**config.mk**
```make
export PLATFORM = sky130hd
export DESIGN_NAME = gups_arbiter_flat
export DESIGN_NICKNAME = d
export VERILOG_FILES = /design/src/rtl/gups_pkg.sv /design/src/rtl/gups_arbiter_if.sv /design/src/rtl/gups_rr_pick.sv /design/src/rtl/gups_arbiter.sv /design/src/flat_wrapper.sv
export SDC_FILE = /design/constraint.sdc
export NUM_CORES = 1
export LEC_CHECK = 0
export BUFFER_PORTS_ARGS = -buffer_cell sky130_fd_sc_hd__buf_4
export CORE_AREA = 2 2 319 321
export CTS_CLUSTER_DIAMETER = 150
export CTS_CLUSTER_SIZE = 40
export DETAILED_ROUTE_END_ITERATION = 16
export DIE_AREA = 0 0 321 323
export PLACE_DENSITY = 0.3
export SYNTH_ARGS = -nofsm -noshare
export SYNTH_HDL_FRONTEND = slang
export SYNTH_SLANG_ARGS = --single-unit
export TNS_END_PERCENT = 50
```
**constraint.sdc**
```tcl
create_clock -name clk -period 2.09 [get_ports clk]
set_input_delay 0 -clock clk [delete_from_list [all_inputs] [get_ports clk]]
set_output_delay 0 -clock clk [all_outputs]
set_load 0.02 [all_outputs]
```
**src/rtl/gups_pkg.sv**
```systemverilog
// Shared definitions for the GUPS memory-port arbiter: FSM states,
// the bus width of engine address/data, and the engine-index width helper.
package gups_pkg;

  typedef enum logic {
    IDLE = 1'b0,
    BUSY = 1'b1
  } state_t;

  localparam int DATA_W = 64;

  // Bits needed to hold an engine index; never less than one.
  function automatic int idx_w(input int n);
    return (n > 1) ? $clog2(n) : 1;
  endfunction

endpackage

```
**src/rtl/gups_arbiter_if.sv**
```systemverilog
// Engine-array and memory-controller handshake bundle for gups_arbiter.
// The slave view is the arbiter; the master view is everything around it
// (engines driving requests, memory answering with ready/rdata).
interface gups_arbiter_if #(
  parameter int NUM_REQ = 4
);
  import gups_pkg::*;

  logic [NUM_REQ-1:0]        req_in;
  logic [NUM_REQ-1:0]        wr_in;
  logic [NUM_REQ*DATA_W-1:0] addr_in;
  logic [NUM_REQ*DATA_W-1:0] wdata_in;
  logic [NUM_REQ-1:0]        ready_out;
  logic [DATA_W-1:0]         rdata_out;

  logic                      mem_req;
  logic                      mem_wr;
  logic [DATA_W-1:0]         mem_addr;
  logic [DATA_W-1:0]         mem_wdata;
  logic                      mem_ready;
  logic [DATA_W-1:0]         mem_rdata;

  modport slave (
    input  req_in, wr_in, addr_in, wdata_in, mem_ready, mem_rdata,
    output ready_out, rdata_out, mem_req, mem_wr, mem_addr, mem_wdata
  );

  modport master (
    output req_in, wr_in, addr_in, wdata_in, mem_ready, mem_rdata,
    input  ready_out, rdata_out, mem_req, mem_wr, mem_addr, mem_wdata
  );

endinterface

```
**src/rtl/gups_rr_pick.sv**
```systemverilog
// Circular priority encoder: returns the first set request found when
// walking upward from ptr+1, wrapping at NUM_REQ. The entry at ptr is
// examined last, which is what makes the arbitration round-robin.
module gups_rr_pick import gups_pkg::*; #(
  parameter int NUM_REQ = 4,
  parameter int IDX_W   = idx_w(NUM_REQ)
) (
  input  logic [NUM_REQ-1:0] req,
  input  logic [IDX_W-1:0]   ptr,
  output logic               valid,
  output logic [IDX_W-1:0]   index
);

  // Scan NUM_REQ positions after ptr; the first hit is latched by the valid flag.
  always_comb begin
    int cand;
    cand  = 0;
    valid = 1'b0;
    index = '0;
    for (int k = 1; k <= NUM_REQ; k++) begin
      cand = (int'(ptr) + k) % NUM_REQ;
      if (!valid && req[IDX_W'(cand)]) begin
        valid = 1'b1;
        index = IDX_W'(cand);
      end
    end
  end

endmodule

```
**src/rtl/gups_arbiter.sv**
```systemverilog
// Round-robin arbiter sharing one memory port among NUM_REQ GUPS engines.
// A grant covers a whole locked read-modify-write: it lasts while the
// owner holds its request, or until HOLD_MAX cycles have elapsed.
module gups_arbiter #(
  parameter int NUM_REQ  = 4,
  parameter int HOLD_MAX = 1024
) (
  input  logic          clk,
  input  logic          reset,
  gups_arbiter_if.slave bus,
  output logic [31:0]   update_count,
  output logic          busy,
  output logic          err_timeout,
  output logic          err_stray
);
  import gups_pkg::*;

  localparam int IDX_W  = idx_w(NUM_REQ);
  localparam int HOLD_W = ($clog2(HOLD_MAX) > 16) ? $clog2(HOLD_MAX) : 16;
  localparam logic [HOLD_W-1:0] HOLD_LAST = HOLD_W'(HOLD_MAX - 1);

  state_t             state;
  logic [IDX_W-1:0]   owner;
  logic [IDX_W-1:0]   ptr;
  logic [HOLD_W-1:0]  hold;

  logic               pick_valid;
  logic [IDX_W-1:0]   pick_idx;

  logic               owner_req;
  logic               owner_wr;
  logic [DATA_W-1:0]  owner_addr;
  logic [DATA_W-1:0]  owner_wdata;

  gups_rr_pick #(
    .NUM_REQ (NUM_REQ),
    .IDX_W   (IDX_W)
  ) u_pick (
    .req   (bus.req_in),
    .ptr   (ptr),
    .valid (pick_valid),
    .index (pick_idx)
  );

  // Select the registered owner's request fields out of the packed engine buses.
  always_comb begin
    owner_req   = 1'b0;
    owner_wr    = 1'b0;
    owner_addr  = '0;
    owner_wdata = '0;
    for (int i = 0; i < NUM_REQ; i++) begin
      if (owner == IDX_W'(i)) begin
        owner_req   = bus.req_in[i];
        owner_wr    = bus.wr_in[i];
        owner_addr  = bus.addr_in[i*DATA_W +: DATA_W];
        owner_wdata = bus.wdata_in[i*DATA_W +: DATA_W];
      end
    end
  end

  // Steer the owner onto the memory port and route ready back only to it; quiet outside BUSY.
  always_comb begin
    bus.mem_req   = 1'b0;
    bus.mem_wr    = 1'b0;
    bus.mem_addr  = '0;
    bus.mem_wdata = '0;
    bus.ready_out = '0;
    if (state == BUSY) begin
      bus.mem_req          = owner_req;
      bus.mem_wr           = owner_wr;
      bus.mem_addr         = owner_addr;
      bus.mem_wdata        = owner_wdata;
      bus.ready_out[owner] = bus.mem_ready;
    end
  end

  assign bus.rdata_out = bus.mem_rdata;
  assign busy          = (state == BUSY);

  // Grant FSM with owner/pointer, hold timer, update counter and sticky error flags.
  always_ff @(posedge clk) begin
    if (reset) begin
      state        <= IDLE;
      owner        <= '0;
      ptr          <= IDX_W'(NUM_REQ - 1);
      hold         <= '0;
      update_count <= '0;
      err_timeout  <= 1'b0;
      err_stray    <= 1'b0;
    end else begin
      case (state)
        IDLE: begin
          // A ready with no owner has nobody to go to; flag it and drop it.
          if (bus.mem_ready) begin
            err_stray <= 1'b1;
          end
          if (pick_valid) begin
            owner <= pick_idx;
            ptr   <= pick_idx;
            hold  <= '0;
            state <= BUSY;
          end
        end
        BUSY: begin
          if (bus.mem_ready && owner_wr) begin
            update_count <= update_count + 32'd1;
          end
          hold <= hold + HOLD_W'(1);
          // Timeout wins over a simultaneous release so the flag is never lost.
          if (hold == HOLD_LAST) begin
            err_timeout <= 1'b1;
            state       <= IDLE;
          end else if (!owner_req) begin
            state <= IDLE;
          end
        end
      endcase
    end
  end

endmodule
```
**src/flat_wrapper.sv**
```systemverilog
// flat-port wrapper written by rule: the top's interface ports become plain ports
module gups_arbiter_flat import gups_pkg::*;
#(
  parameter int NUM_REQ  = 4,
  parameter int HOLD_MAX = 1024
)
  (clk, reset, update_count, busy, err_timeout, err_stray, bus_req_in, bus_wr_in, bus_addr_in, bus_wdata_in, bus_mem_ready, bus_mem_rdata, bus_ready_out, bus_rdata_out, bus_mem_req, bus_mem_wr, bus_mem_addr, bus_mem_wdata);
  gups_arbiter_if #(.NUM_REQ(NUM_REQ)) bus_i ();
  input  logic clk;
  input  logic reset;
  output logic [31:0] update_count;
  output logic busy;
  output logic err_timeout;
  output logic err_stray;
  input wire logic [$bits(bus_i.req_in)-1:0] bus_req_in;
  input wire logic [$bits(bus_i.wr_in)-1:0] bus_wr_in;
  input wire logic [$bits(bus_i.addr_in)-1:0] bus_addr_in;
  input wire logic [$bits(bus_i.wdata_in)-1:0] bus_wdata_in;
  input wire logic [$bits(bus_i.mem_ready)-1:0] bus_mem_ready;
  input wire logic [$bits(bus_i.mem_rdata)-1:0] bus_mem_rdata;
  output wire logic [$bits(bus_i.ready_out)-1:0] bus_ready_out;
  output wire logic [$bits(bus_i.rdata_out)-1:0] bus_rdata_out;
  output wire logic [$bits(bus_i.mem_req)-1:0] bus_mem_req;
  output wire logic [$bits(bus_i.mem_wr)-1:0] bus_mem_wr;
  output wire logic [$bits(bus_i.mem_addr)-1:0] bus_mem_addr;
  output wire logic [$bits(bus_i.mem_wdata)-1:0] bus_mem_wdata;
  assign bus_i.req_in = bus_req_in;
  assign bus_i.wr_in = bus_wr_in;
  assign bus_i.addr_in = bus_addr_in;
  assign bus_i.wdata_in = bus_wdata_in;
  assign bus_i.mem_ready = bus_mem_ready;
  assign bus_i.mem_rdata = bus_mem_rdata;
  assign bus_ready_out = bus_i.ready_out;
  assign bus_rdata_out = bus_i.rdata_out;
  assign bus_mem_req = bus_i.mem_req;
  assign bus_mem_wr = bus_i.mem_wr;
  assign bus_mem_addr = bus_i.mem_addr;
  assign bus_mem_wdata = bus_i.mem_wdata;
  gups_arbiter #(.NUM_REQ(NUM_REQ), .HOLD_MAX(HOLD_MAX)) u_core (.clk(clk), .reset(reset), .bus(bus_i), .update_count(update_count), .busy(busy), .err_timeout(err_timeout), .err_stray(err_stray));
endmodule
```
# Word-level counts from Yosys, hierarchy flattened
# Index checks and enable logic that the tools add are counted.
[totals]
register_bits = 55
inputBits = 587
[op_classes]
add_sub_neg = 6
magnitude_cmp = 6
eq_ne = 5
n_mux = 49
n_bitwise = 2
n_reduce_logical = 13
[op_table]
columns = ["cell", "count"]
rows = [
  ["$mux W64", 10],
  ["$add A32 B1 Y32 const B", 1],
  ["$pmux W16 S2", 1],
  ["$mux W1", 26],
  ["$add A16 B1 Y16 const B", 1],
  ["$eq A16 B10 Y1 const B", 1],
  ["$lt A2 B4 Y1 const B", 4],
  ["$mux W16", 1],
  ["$bmux W1 S2", 4],
  ["$mux W2", 4],
  ["$reduce_and A2 Y1", 4],
  ["$logic_and A1 B1 Y1", 5],
  ["$add A2 B1 Y2 const B", 2],
  ["$add A2 B2 Y2 const B", 2],
  ["$and A4 B4 Y4", 1],
  ["$eq A2 B2 Y1 const B", 2],
  ["$mux W4", 1],
  ["$logic_not A1 Y1", 3],
  ["$lt A2 B3 Y1 const B", 1],
  ["$demux W1 S2", 1],
  ["$eq A2 B1 Y1 const B", 1],
  ["$ge A2 B1 Y1 const B", 1],
  ["$logic_not A2 Y1", 1],
  ["$ne A2 B1 Y1 const B", 1],
  ["2 further kinds", 2],
]

# Longest topological paths before layout
[logic_depth]
ltp_word = 16
ltp_mapped = 6

# Hierarchy
# A second synthesis with hierarchy kept.
[hier_totals]
hier_cells = 710
hier_area_um2 = 7238.2
[by_module_without_submodules]
columns = ["module", "n_inst", "cells_each", "area_per_inst_um2", "seq_area_each_um2"]
rows = [
  ["gups_arbiter", 1, 696, 7146.9, 1101.1],
  ["gups_rr_pick", 1, 14, 91.3, 0.0],
]

# Least setup slack after synthesis
# Ideal clock, no wire load.
[synth_timing]
path_kind = "register to register"
startpoint = "register u_core.update_count[0]"
endpoint = "register u_core.update_count[30]"
arrival_time_ns = 1.791
t_required_ns = 2.020
path_slack_ns = 0.229
stages_incl_launch_ff = 7
path_cell_list = "dfxtp_1 > ha_1 > and3_1 > clkbuf_1 > nand3_2 > or4_1 > a21oi_1"
[synth_between]
elab_chain_cells = 1
[synth_rtl]
columns = ["element", "line_no", "rtl"]
rows = [
  ["start: declaration", "gups_arbiter.sv:11", "output logic [31:0] update_count,"],
  ["start signal: assignment", "gups_arbiter.sv:106", "update_count <= update_count + 32'd1;"],
  ["$add A32 B1 Y32", "gups_arbiter.sv:106", ""],
]
# Every way passes these cells.
# A chain may end at the register's enable or synchronous reset.

# Worst setup path after layout
[layout_timing]
startpoint = "register u_core.owner[0]"
endpoint = "output port bus_mem_wdata[59]"
[layout_between]
elab_chain_cells = 6
elab_cells_between_ends = 9
classes_between = "eq/ne (3); mux (5); reduce/logical (1)"
[layout_rtl]
columns = ["element", "line_no", "rtl"]
rows = [
  ["start: declaration", "gups_arbiter.sv:23", "logic [IDX_W-1:0] owner;"],
  ["start signal: assignment", "gups_arbiter.sv:98", "owner <= pick_idx;"],
  ["$logic_not A2 Y1", "gups_arbiter.sv:52", "if (owner == IDX_W'(i)) begin"],
  ["$mux W64 (3 in a row)", "gups_arbiter.sv:52", ""],
  ["$mux W64 (*)", "gups_arbiter.sv:52", ""],
  ["$mux W64 (*)", "gups_arbiter.sv:68", "if (state == BUSY) begin"],
  ["end: declaration", "flat_wrapper.sv:26", "output wire logic [$bits(bus_i.mem_wdata)-1:0] bus_mem_wdata;"],
]
# Every way passes the cells marked *; elsewhere a longest branch is shown, timed or not.

==> flow_summary.ini <==
[sta]
min_period_ps = 2040
worstMarginPinSlew_ps = 656
clock_skew_ps = 9.57
setup_viol = 0
rsz0062_at_grt = yes
slew_viol_final = 0
setup_tns_ps = 0
relSlewSlack_pct = 56.3
post-route-period-util_pct = 97.8
setup_ws_ps = 45.5
fmax_mhz = 489
hold_viol_final = 0

[yosys]
synth_top_area_share_pct = 41.4
yosysMostFrequentCell = and2_1
synth_commonest_cells = and2_1, mux4_2, buf_4
synthCells = 686
synth_compound_area_share_pct = 5.93
yosysTopAreaCell = mux4_2
synth-xor-area-share_pct = 1.61
synth_area_leaders = mux4_2, dfxtp_1, and2_1, buf_4, a21oi_1
ys_types = 50
synth_fa_ha_area_share_pct = 0.354
yosysWarnings = 0
synth_top_family_by_area = multiplexers
synth_ff_type = dfxtp_1
muxShareOfSynthArea_pct = 42.4
syn-num-nets = 1275
synth_area_sq_mm = 0.00707
synth-edff-count = 0
ys_seq_area_share_pct = 15.6
yosys.area_share.simple_pct = 23.3
synth-async-reset-ratio_pct = 0
ys_ff_latch = 55
synth.avg_cell_area_sq_um = 10.3

[setup_path]
criticalPathCategory = flip-flop to output port
r2r_cells = 6
regToRegStartpoint = u_core.owner[0]
crit_fanout = 16
setup.reg_to_reg.worst_slack_ps = 120
endpoint_kind = output port
timing.rr.end = u_core.update_count[29]
worstSetupStartpointType = flip-flop
worstPathRequired_ps = 2090
cp.arrival_ps = 2040

[floorplan]
rows = 117
start_util_pct = 7.02
die_height_um = 323
ios = 820
die_w_um = 321
coreArea_sq_mm = 0.101
die-area_sq_mm = 0.104

[place]
dp_hpwl_um = 47400
pre_cts_slack_ps = 52.6
place.gp.congestion = 0.923
portBuffers = 691

[clocking]
cts_hold_buf = 0
clockBufferDepth = 2
cts_root_buf = clkbuf_16
clkSinkCount = 55
insertion_delay_ps = 310
cts_made_buffers = 5
htree_levels = 2
path_clk_slew_ps = 80
tritoncts = yes

[cells_and_area]
final_nets = 1899
drive_gt1_share_pct = 69.9
multi_input_area_sq_mm = 0.00527
ff_latch_area_sq_mm = 0.00111
fill_cells = 11520
area_growth_syn_to_layout_pct = 100

[run_status]
status = finished, final reports clean

[global_routing]
antenna_found_initial = 21
grtUsageMet1_pct = 11.5
grt-ovfl-total = 0
grt_pass1_wl_um = 73100
grt_use_met2_pct = 17.5
grt_max_degree = 90
grt.total_usage_pct = 10.0
top_usage_layer = met2
grtUsageMet3_pct = 4.24
grt_pass1_vias = 9206

[detailed_routing]
drc = 0
vias = 8462
drtPass1Iterations = 6
antenna_left = 0
wl_per_cell_um = 21.1
routed_wl_um = 55500
vias_per_cell = 3.22
initialDrtViolationCount = 272

[pwr]
p_per_area_mw_per_mm2 = 394
p_leak_nw = 5.80
finalPower_mw = 5.58
irDropWorstVdd_uv = 323

[worst_hold_path]
hold_class = primary input to output port
hold_end = bus_rdata_out[11]
holdCritStartpoint = bus_mem_rdata[11]
holdPathStages = 0

[flow_run]
maxCapViolations = 0
placed cells by master, fill, tap and decap left out, types with 2 or more instances in the layout:
cell type	instances
dfxtp_4	3
and2_1	113
ha_1	2
o211ai_1	2
and2_4	20
buf_12	7
or2_2	2
mux4_2	130
nand3_2	2
mux2i_1	5
nor4_1	2
buf_16	6
buf_4	700
dfxtp_1	52
nand4_1	13
inv_1	8
diode_2	7
buf_6	24
buf_8	3
nor2b_1	3
xnor2_1	2
and4_1	7
nand4_2	2
and3_1	6
nand2b_1	2
xor2_1	11
or4_1	14
a21oi_1	32
nor3_1	7
o311ai_0	2
or3_1	11
nand2_1	23
o21ai_0	11
clkbuf_16	7
nand3_1	15
o31ai_1	12
nor2_1	26
stage by stage:
step / util (%) / cell area, sq um / hold WS, ps / std cells
2_1_floorplan: - / 7070 / 113 / 686
3_3_place_gp: 13.4 / 13500 / 0.137 / 2599
3_5_place_dp: 13.4 / 13500 / 0.137 / 2599
4_1_cts: 13.9 / 13900 / 0.137 / 2616
5_1_grt: 14.0 / 14100 / 0.0293 / 2622
6_report: 14.1 / 14200 / 0.00774 / 2627
state kept, by name, indices dropped and copies added (netlist names):
signal and flops:
u_core.update_count 32, u_core.err_timeout 1, u_core.err_stray 1, u_core.busy 1, u_core.owner 2, u_core.ptr 2
u_core.hold 16
final cells by class:
class / instances / share of cell area, %
Clock buffer: 6 / 0.981
Clock inverter: 2 / 0.141
Multi-Input combinational cell: 498 / 37.2
Timing Repair Buffer: 742 / 41.9
Sequential cell: 55 / 7.86
Antenna cell: 7 / 0.124
Inverter: 8 / 0.212
Tap cell: 1309 / 11.6
logic make-up after synthesis:
kind of cell	count (synthesis)
AOI/OAI and AO/OA	70
buffers and inverters	133
DFF	55
muxes	137
xor gates and xnor gates	13
adders and majority gates	2
and+or+nand+nor	276
where the power goes:
group          internal (mW)  switching [mW]  total [mW]
Combinational           2.00            1.54        3.54
Sequential              1.06          0.0286        1.09
Clock                  0.491           0.454       0.945
layer usage:
metal / part of all wire (%) / vias to the layer above
met5: 0.21 / -
met4: 1.4 / 18
met3: 11 / 58
met2: 50 / 435
met1: 38 / 4121
li1: - / 3830
worst max-delay path by stage:
stage,from,to,slack (ps),depth (start not counted)
after detailed placement,u_core.owner[0],u_core.update_count[31],50,5
after floorplan,u_core.update_count[0],u_core.update_count[30],230,6
after CTS,u_core.owner[0],bus_mem_addr[41],-50,6
after global routing,u_core.owner[0],bus_mem_addr[22],-40,6
final,u_core.owner[0],bus_mem_wdata[59],50,6
after global placement,u_core.update_count[20],u_core.update_count[31],50,5
critical path, stage by stage (launching register included):
cell	delay [ps]
dfxtp_4	390
buf_12	140
buf_16	160
buf_16	190
mux4_2	520
and2_4	180
buf_6	130
timing repair:
item,in CTS,in global routing
setup buffers,6,2
setup endpoints to repair,87,54
gates cloned,3,2
resized for setup,29,37
Power figures use the tool's default switching activity.
